<file path="src/rtl/alu_arbiter_if.sv">
// Requester, response and ALU-side signals of the two-port ALU arbiter.
// With ALU_ARB_OPCHECK_EN defined the response also carries rsp_err.
interface alu_arbiter_if #(
    parameter int unsigned WIDTH = 32
);
    logic             req0_valid;
    logic             req0_ready;
    logic [3:0]       req0_op;
    logic [WIDTH-1:0] req0_a;
    logic [WIDTH-1:0] req0_b;
    logic             req1_valid;
    logic             req1_ready;
    logic [3:0]       req1_op;
    logic [WIDTH-1:0] req1_a;
    logic [WIDTH-1:0] req1_b;
    logic             rsp_valid;
    logic             rsp_ready;
    logic             rsp_id;
    logic [WIDTH-1:0] rsp_result;
    logic             rsp_zero;
`ifdef ALU_ARB_OPCHECK_EN
    logic             rsp_err;
`endif
    logic             busy;
    logic [3:0]       alu_operation;
    logic [WIDTH-1:0] alu_data_0;
    logic [WIDTH-1:0] alu_data_1;
    logic [WIDTH-1:0] alu_result;
    logic             alu_zero;

`ifdef ALU_ARB_OPCHECK_EN
    modport master (
        output req0_valid, req0_op, req0_a, req0_b, req1_valid, req1_op, req1_a, req1_b,
        output rsp_ready, alu_result, alu_zero,
        input  req0_ready, req1_ready, rsp_valid, rsp_id, rsp_result, rsp_zero, rsp_err, busy,
        input  alu_operation, alu_data_0, alu_data_1
    );
    modport slave (
        input  req0_valid, req0_op, req0_a, req0_b, req1_valid, req1_op, req1_a, req1_b,
        input  rsp_ready, alu_result, alu_zero,
        output req0_ready, req1_ready, rsp_valid, rsp_id, rsp_result, rsp_zero, rsp_err, busy,
        output alu_operation, alu_data_0, alu_data_1
    );
`else
    modport master (
        output req0_valid, req0_op, req0_a, req0_b, req1_valid, req1_op, req1_a, req1_b,
        output rsp_ready, alu_result, alu_zero,
        input  req0_ready, req1_ready, rsp_valid, rsp_id, rsp_result, rsp_zero, busy,
        input  alu_operation, alu_data_0, alu_data_1
    );
    modport slave (
        input  req0_valid, req0_op, req0_a, req0_b, req1_valid, req1_op, req1_a, req1_b,
        input  rsp_ready, alu_result, alu_zero,
        output req0_ready, req1_ready, rsp_valid, rsp_id, rsp_result, rsp_zero, busy,
        output alu_operation, alu_data_0, alu_data_1
    );
`endif
endinterface

</file>
<file path="src/rtl/alu_arbiter.sv">
// Round-robin arbiter sharing one registered ALU between two requesters, one op at a time.
// Optional ALU_ARB_OPCHECK_EN: illegal op codes bypass the ALU and respond with rsp_err.
module alu_arbiter #(
    parameter int unsigned ALU_LATENCY = 1,
    parameter int unsigned WIDTH       = 32
) (
    input logic          clock,
    input logic          reset_n,
    alu_arbiter_if.slave bus
);
    localparam int unsigned CntW = (ALU_LATENCY < 1) ? 1 : $clog2(ALU_LATENCY + 1);

    typedef enum logic [1:0] {StIdle, StExec, StResp} state_e;

    state_e           state_q, state_d;
    logic             rr_q, rr_d;
    logic [CntW-1:0]  cnt_q, cnt_d;
    logic             id_q, id_d;
    logic [3:0]       op_q, op_d;
    logic [WIDTH-1:0] a_q, a_d;
    logic [WIDTH-1:0] b_q, b_d;
    logic [WIDTH-1:0] res_q, res_d;
    logic             zero_q, zero_d;
`ifdef ALU_ARB_OPCHECK_EN
    logic             err_q, err_d;
    logic             legal;
`endif
    logic             grant0, grant1;
    logic [3:0]       sel_op;
    logic [WIDTH-1:0] sel_a, sel_b;

    // rr_q == 0 favours requester 0 when both are valid
    always_comb begin
        grant0 = 1'b0;
        grant1 = 1'b0;
        if (state_q == StIdle) begin
            grant0 = bus.req0_valid && (!bus.req1_valid || !rr_q);
            grant1 = bus.req1_valid && (!bus.req0_valid || rr_q);
        end
    end

    assign sel_op = grant1 ? bus.req1_op : bus.req0_op;
    assign sel_a  = grant1 ? bus.req1_a  : bus.req0_a;
    assign sel_b  = grant1 ? bus.req1_b  : bus.req0_b;

`ifdef ALU_ARB_OPCHECK_EN
    assign legal = sel_op inside {4'b0000, 4'b0001, 4'b0010, 4'b0110, 4'b0111, 4'b1100};
`endif

    always_comb begin
        state_d = state_q;
        rr_d    = rr_q;
        cnt_d   = cnt_q;
        id_d    = id_q;
        op_d    = op_q;
        a_d     = a_q;
        b_d     = b_q;
        res_d   = res_q;
        zero_d  = zero_q;
`ifdef ALU_ARB_OPCHECK_EN
        err_d   = err_q;
`endif
        case (state_q)
            StIdle: begin
                if (grant0 || grant1) begin
                    id_d  = grant1;
                    rr_d  = ~grant1;
                    cnt_d = '0;
`ifdef ALU_ARB_OPCHECK_EN
                    if (!legal) begin
                        // ALU left untouched; respond straight away with a flagged zero result
                        res_d   = '0;
                        zero_d  = 1'b1;
                        err_d   = 1'b1;
                        state_d = StResp;
                    end else begin
                        op_d    = sel_op;
                        a_d     = sel_a;
                        b_d     = sel_b;
                        err_d   = 1'b0;
                        state_d = StExec;
                    end
`else
                    op_d    = sel_op;
                    a_d     = sel_a;
                    b_d     = sel_b;
                    state_d = StExec;
`endif
                end
            end
            StExec: begin
                if (cnt_q == CntW'(ALU_LATENCY)) begin
                    res_d   = bus.alu_result;
                    zero_d  = bus.alu_zero;
                    state_d = StResp;
                end else begin
                    cnt_d = cnt_q + CntW'(1);
                end
            end
            StResp: begin
                if (bus.rsp_ready) state_d = StIdle;
            end
            default: state_d = StIdle;
        endcase
    end

    always_ff @(posedge clock or negedge reset_n) begin
        if (!reset_n) begin
            state_q <= StIdle;
            rr_q    <= 1'b0;
            cnt_q   <= '0;
            id_q    <= 1'b0;
            op_q    <= '0;
            a_q     <= '0;
            b_q     <= '0;
            res_q   <= '0;
            zero_q  <= 1'b0;
`ifdef ALU_ARB_OPCHECK_EN
            err_q   <= 1'b0;
`endif
        end else begin
            state_q <= state_d;
            rr_q    <= rr_d;
            cnt_q   <= cnt_d;
            id_q    <= id_d;
            op_q    <= op_d;
            a_q     <= a_d;
            b_q     <= b_d;
            res_q   <= res_d;
            zero_q  <= zero_d;
`ifdef ALU_ARB_OPCHECK_EN
            err_q   <= err_d;
`endif
        end
    end

    assign bus.req0_ready    = grant0;
    assign bus.req1_ready    = grant1;
    assign bus.rsp_valid     = (state_q == StResp);
    assign bus.rsp_id        = id_q;
    assign bus.rsp_result    = res_q;
    assign bus.rsp_zero      = zero_q;
`ifdef ALU_ARB_OPCHECK_EN
    assign bus.rsp_err       = err_q;
`endif
    assign bus.busy          = (state_q != StIdle);
    assign bus.alu_operation = op_q;
    assign bus.alu_data_0    = a_q;
    assign bus.alu_data_1    = b_q;
endmodule

</file>
<file path="src/flat_wrapper.sv">
// flat-port wrapper written by rule: the top's interface ports become plain ports
module alu_arbiter_flat 
#(
    parameter int unsigned ALU_LATENCY = 1,
    parameter int unsigned WIDTH       = 32
)
  (clock, reset_n, bus_req0_valid, bus_req0_op, bus_req0_a, bus_req0_b, bus_req1_valid, bus_req1_op, bus_req1_a, bus_req1_b, bus_rsp_ready, bus_alu_result, bus_alu_zero, bus_req0_ready, bus_req1_ready, bus_rsp_valid, bus_rsp_id, bus_rsp_result, bus_rsp_zero, bus_busy, bus_alu_operation, bus_alu_data_0, bus_alu_data_1);
  alu_arbiter_if #(.WIDTH(WIDTH)) bus_i ();
  input logic clock;
  input logic reset_n;
  input wire logic [$bits(bus_i.req0_valid)-1:0] bus_req0_valid;
  input wire logic [$bits(bus_i.req0_op)-1:0] bus_req0_op;
  input wire logic [$bits(bus_i.req0_a)-1:0] bus_req0_a;
  input wire logic [$bits(bus_i.req0_b)-1:0] bus_req0_b;
  input wire logic [$bits(bus_i.req1_valid)-1:0] bus_req1_valid;
  input wire logic [$bits(bus_i.req1_op)-1:0] bus_req1_op;
  input wire logic [$bits(bus_i.req1_a)-1:0] bus_req1_a;
  input wire logic [$bits(bus_i.req1_b)-1:0] bus_req1_b;
  input wire logic [$bits(bus_i.rsp_ready)-1:0] bus_rsp_ready;
  input wire logic [$bits(bus_i.alu_result)-1:0] bus_alu_result;
  input wire logic [$bits(bus_i.alu_zero)-1:0] bus_alu_zero;
  output wire logic [$bits(bus_i.req0_ready)-1:0] bus_req0_ready;
  output wire logic [$bits(bus_i.req1_ready)-1:0] bus_req1_ready;
  output wire logic [$bits(bus_i.rsp_valid)-1:0] bus_rsp_valid;
  output wire logic [$bits(bus_i.rsp_id)-1:0] bus_rsp_id;
  output wire logic [$bits(bus_i.rsp_result)-1:0] bus_rsp_result;
  output wire logic [$bits(bus_i.rsp_zero)-1:0] bus_rsp_zero;
  output wire logic [$bits(bus_i.busy)-1:0] bus_busy;
  output wire logic [$bits(bus_i.alu_operation)-1:0] bus_alu_operation;
  output wire logic [$bits(bus_i.alu_data_0)-1:0] bus_alu_data_0;
  output wire logic [$bits(bus_i.alu_data_1)-1:0] bus_alu_data_1;
  assign bus_i.req0_valid = bus_req0_valid;
  assign bus_i.req0_op = bus_req0_op;
  assign bus_i.req0_a = bus_req0_a;
  assign bus_i.req0_b = bus_req0_b;
  assign bus_i.req1_valid = bus_req1_valid;
  assign bus_i.req1_op = bus_req1_op;
  assign bus_i.req1_a = bus_req1_a;
  assign bus_i.req1_b = bus_req1_b;
  assign bus_i.rsp_ready = bus_rsp_ready;
  assign bus_i.alu_result = bus_alu_result;
  assign bus_i.alu_zero = bus_alu_zero;
  assign bus_req0_ready = bus_i.req0_ready;
  assign bus_req1_ready = bus_i.req1_ready;
  assign bus_rsp_valid = bus_i.rsp_valid;
  assign bus_rsp_id = bus_i.rsp_id;
  assign bus_rsp_result = bus_i.rsp_result;
  assign bus_rsp_zero = bus_i.rsp_zero;
  assign bus_busy = bus_i.busy;
  assign bus_alu_operation = bus_i.alu_operation;
  assign bus_alu_data_0 = bus_i.alu_data_0;
  assign bus_alu_data_1 = bus_i.alu_data_1;
  alu_arbiter #(.ALU_LATENCY(ALU_LATENCY), .WIDTH(WIDTH)) u_core (.clock(clock), .reset_n(reset_n), .bus(bus_i));
endmodule
</file>
<file path="config.mk">
export PLATFORM = sky130hd
export DESIGN_NAME = alu_arbiter_flat
export DESIGN_NICKNAME = d
export VERILOG_FILES = /design/src/rtl/alu_arbiter_if.sv /design/src/rtl/alu_arbiter.sv /design/src/flat_wrapper.sv
export SDC_FILE = /design/constraint.sdc
export NUM_CORES = 1
export LEC_CHECK = 0
export CAP_MARGIN = 20
export CORE_UTILIZATION = 42
export DETAILED_ROUTE_END_ITERATION = 12
export GPL_ROUTABILITY_DRIVEN = 0
export GPL_TIMING_DRIVEN = 0
export PLACE_DENSITY = 0.94
export SETUP_SLACK_MARGIN = 0.5
export SLEW_MARGIN = 10
export SYNTH_ARGS = -nofsm -noshare
export SYNTH_HDL_FRONTEND = slang
export SYNTH_SLANG_ARGS = --single-unit
</file>
<file path="constraint.sdc">
create_clock -name clock -period 5 [get_ports clock]
set_clock_uncertainty 0.05 [all_clocks]
set_input_delay 1.5 -clock clock [delete_from_list [all_inputs] [get_ports clock]]
set_output_delay 1.5 -clock clock [all_outputs]
set_load 0.02 [all_outputs]
</file>
# Word-level counts from Yosys, hierarchy flattened
# Index checks and enable logic that the tools add are counted.
dict set report totals {
  regBits 106
  wordCells 43
}
dict set report op_classes {
  addsub 1
  muxes 12
  eq_ne 5
  bitwise 1
  n_reduce_logical 15
}
# op n
set ops {}
lappend ops {{$mux W32} 2}
lappend ops {{$mux W2} 3}
lappend ops {{$pmux W2 S3} 1}
lappend ops {{$reduce_and A2 Y1} 3}
lappend ops {{$mux W1} 4}
lappend ops {{$mux W4} 1}
lappend ops {{$ne A2 B2 Y1 const B} 2}
lappend ops {{$reduce_bool A2 Y1} 2}
lappend ops {{$logic_not A1 Y1} 3}
lappend ops {{$logic_or A1 B1 Y1} 3}
lappend ops {{$reduce_and A3 Y1} 1}
lappend ops {{$eq A2 B1 Y1 const B} 1}
lappend ops {{$eq A2 B2 Y1 const B} 1}
lappend ops {{$logic_and A1 B1 Y1} 2}
lappend ops {{$logic_not A2 Y1} 1}
lappend ops {{$ne A2 B1 Y1 const B} 1}
lappend ops {{$pmux W1 S2} 1}
lappend ops {{$add A1 B1 Y1 const B} 1}
lappend ops {{$not A1 Y1} 1}

# Longest topological paths before layout
dict set report depth {
  depth_word 7
  mapped_depth 6
  depth_no_buf 4
}

# Worst setup path after synthesis
# Ideal clock, no wire load.
dict set report synth_path {
  path_kind {input port to output port}
  from {input port bus_req1_valid}
  to {output port bus_req0_ready}
  path_stages 4
  arrival_time_ns 2.395
  required_ns 3.450
  path_buffers 3
  setup_slack_ns 1.055
  cell_sequence {buf_2 > buf_2 > clkbuf_1 > a21oi_1}
}
dict set report synth_between {
  elab_chain_len 4
}
# element line
set synth_rtl {}
lappend synth_rtl {{start: declaration} flat_wrapper.sv:15} ;# input wire logic [$bits(bus_i.req1_valid)-1:0] bus_req1_valid;
lappend synth_rtl {{$logic_not A1 Y1} alu_arbiter.sv:37} ;# grant0 = bus.req0_valid && (!bus.req1_valid || !rr_q);
lappend synth_rtl {{$logic_or A1 B1 Y1} alu_arbiter.sv:37}
lappend synth_rtl {{$logic_and A1 B1 Y1} alu_arbiter.sv:37}
lappend synth_rtl {{$mux W1} alu_arbiter.sv:36} ;# if (state_q == StIdle) begin
lappend synth_rtl {{end: declaration} flat_wrapper.sv:22} ;# output wire logic [$bits(bus_i.req0_ready)-1:0] bus_req0_ready;
# No other way between the ends.

# Worst setup path after layout
# Same ends and word-level chain as after synthesis.

==> summary.txt <==
Setup path
  – CP max stage delay: 0.34 ns
  – Worst endpoint required time: 3.45 ns
  – Endpoint class of the critical path: primary output
  – Crit-path cells: buf_2 > buf_4 > clkbuf_2 > a21oi_1 > dlygate4sd2_1
  – Slowest-stage cell, CP: dlygate4sd2_1
  – Path depth of the worst reg2reg path: 6
  – CP Max Fanout: 10
  – R2R Setup Slk: 2.89 ns
  – Arrival time worst endpoint: 2.75 ns
  – Crit Path Category: input pin to primary output
  – Nature of the critical path startpoint: input pin

Drt
  – Antenna viol nets, final: 0
  – Initial DRC Count: 383
  – Vias post-DR: 5,394
  – DRC Markers: 21
  – Post-Route WL: 18.8 mm
  – Via density: 5.84
  – TritonRoute pass-1 iters: 12
  – Routed wire per std cell: 20.3 µm

Placed design
  – Placed inst area: 8050 µm²
  – HPWL after DPL: 14.0 mm
  – Placement Setup Slack: 0.0134 ns
  – # placed instances: 907
  – Port bufs: 278

Clock network
  – Hold Buf Count CTS: 0
  – TritonCTS Buffers: 9
  – Clk sink count: 106
  – Skew-Pair Late Insertion Delay: 0.35 ns
  – Post-CTS setup-driven buffer insertion count: 0
  – CTS root buffer: clkbuf_16
  – CTS max path bufs: 2
  – H-tree levels: 3
  – CTS tree: yes
  – Clock Pin Slew Worst Setup and Hold Paths: 0.07 ns

Cells and area
  – Fin cells: 923
  – Final Instance Area: 8330 µm²
  – Share of layout cells above drive strength 1: 0.0974
  – P&R area growth vs syn: 64.7%
  – Number of diodes: 0
  – Final-stage net count: 949

Logic synthesis
  – Seq/Total Area, Yosys: 0.524
  – Mapped Area: 5060 µm²
  – Number of synthesized register bits: 106
  – Post-synth ARST share: 1.00
  – Synthesized net count: 659
  – EDFF count, synth: 0
  – Unique masters post-synth: 21
  – Yosys warnings: 0
  – Top FF cell, synth: dfrtp_1
  – Gate Count Post-Synth: 485
  – Syn avg cell area: 10.4 µm²

Status
  – Status: complete, but fails checks
  – Failing checks: design-rule violations

Power
  – Max VDD drop: 0.000282 V
  – Leak pwr: 0.00344 µW
  – PD cells: 632 nW/µm²
  – Tot Pwr: 5270 µW

Timing
  – PnR worst setup slack: 0.696 ns
  – Rel. slew slack: 0.529
  – Fmax achieved: 0.232 GHz
  – Final setup fails: 0
  – Minimum clock period: 4.30 ns
  – Final hold vios: 0
  – Slew @ Worst Pin: 0.702 ns
  – Crit share post-route: 0.861
  – RSZ-0062 raised after global routing: false
  – Pins over their slew limit: 0

GRT
  – Gr ovfl total: 0
  – GR Layer Usage met1: 0.333
  – Initial antenna violation count: 0
  – Met2 Resource Use GR: 0.529
  – Largest net degree at the start of global routing: 66
  – Gr busiest metal: met2
  – Vias in the first global route: 5,767
  – First-pass GRT wire length: 29.4 mm
  – Met3 Track Usage GR: 0.0713
  – Tot GR Track Use: 0.301

Die
  – I/O pin total: 280
  – Initial Util: 0.437
  – Die width: 112 µm
  – Row count: 39
  – Die area: 12,500 µm²
  – Core area: 11,600 µm²
  – Die Y: 112 µm

Min path
  – Hold Path Depth: 1
  – Hold Crit Class: flip-flop to flip-flop

Run
  – Number of max-cap violations: 0
==> final cells by class <==
class	count	area, µm²
Tap cell	143	179
Clock buffer	10	239
Buffer	55	284
Sequential cell	106	2650
Fill cell	811	3230
Inverter	70	263
Multi-Input combinational cell	254	1870
Timing Repair Buffer	279	2800
Clock inverter	6	46.3
==> routing by layer <==
layer / wire length (µm) / vias up
met4: 909 / 0
li1: - / 2385
met2: 9570 / 331
met5: 0 / -
met1: 6780 / 2608
met3: 1490 / 70
==> kinds of logic after synthesis <==
group	share of synthesized area
AO/OA/AOI/OAI	0.199
AND/OR/NAND/NOR	0.0965
multiplexers	0.0735
flip-flops	0.524
buffers and inverters	0.107
==> repair_timing <==
item	CTS	global route
gates resized for setup	8	1
pin swaps	0	0
cloned	0	0
endpoints found under the setup margin	2	1
==> synthesized netlist by cell type, types with 2 or more instances <==
library cell	number	area (µm²)
a21o_1	2	15.0
a21oi_1	2	10.0
buf_2	8	40.0
buf_6	8	90.1
clkbuf_1	38	143
dfrtp_1	106	2650
inv_1	70	263
mux2_2	33	372
nand2_1	2	7.51
nand2b_1	3	18.8
nand4_1	68	425
nor2_1	2	7.51
o21ai_0	68	340
o21ai_1	3	15.0
o311ai_1	63	552
o311ai_2	4	65.1
==> worst paths after layout <==
path	startpoint	to
setup / recovery	bus_req1_valid	bus_req0_ready
hold / removal	u_core.bus.rsp_id	u_core.bus.rsp_id
setup reg to reg	u_core.state_q[0]	u_core.bus.alu_data_1[26]
hold reg to reg	u_core.bus.rsp_id	u_core.bus.rsp_id
max in group asynchronous	reset_n	u_core.bus.rsp_result[0]
min in group asynchronous	reset_n	u_core.bus.alu_data_0[10]
==> sequential cells by signal, summed over array words and instances, names as in the netlist <==
name	count
u_core.bus.alu_data_0	32
u_core.bus.alu_data_1	32
u_core.bus.rsp_result	32
u_core.bus.alu_operation	4
u_core.state_q	2
u_core.bus.rsp_id	1
u_core.bus.rsp_zero	1
u_core.cnt_q	1
u_core.rr_q	1
==> placed cells by master, fill, tap and decap left out, types with 3 or more instances in the layout <==
master and count:
buf_6 8, o311ai_2 4, dfrtp_1 106, clkdlybuf4s50_1 274, buf_2 7, mux2_2 33, nand4_1 68, buf_4 3
o311ai_1 63, o21ai_1 3, nand2b_1 3, o21ai_0 68, inv_1 70, clkbuf_1 37, inv_6 3, clkbuf_16 9
==> power by group <==
group | internal [µW] | total (µW) | switching [µW] | leakage (µW)
Sequential | 1310 | 1560 | 254 | 0.00126
Combinational | 1390 | 3010 | 1620 | 0.00205
Clock | 357 | 691 | 334 | 0.000136
Total | 3060 | 5270 | 2210 | 0.00344
==> per-stage QoR <==
| stage | utilization | hold slack [ns] | setup TNS, ns |
|---|---|---|---|
| 2_1_floorplan | - | 0.407 | 0 |
| 3_3_place_gp | 0.693 | 0.415 | -151.52 |
| 3_5_place_dp | 0.696 | 0.431 | 0 |
| 4_1_cts | 0.720 | 0.449 | 0 |
| 5_1_grt | 0.721 | 0.469 | 0 |
| 6_report | 0.721 | 0.446 | 0 |
==> worst max-delay path: cells and delay by family <==
| family | cells | cell delay (ns) |
|---|---|---|
| buffers and inverters | 4 | 1.15 |
| AO/OA/AOI/OAI | 1 | 0.11 |
Power figures use the tool's default switching activity.
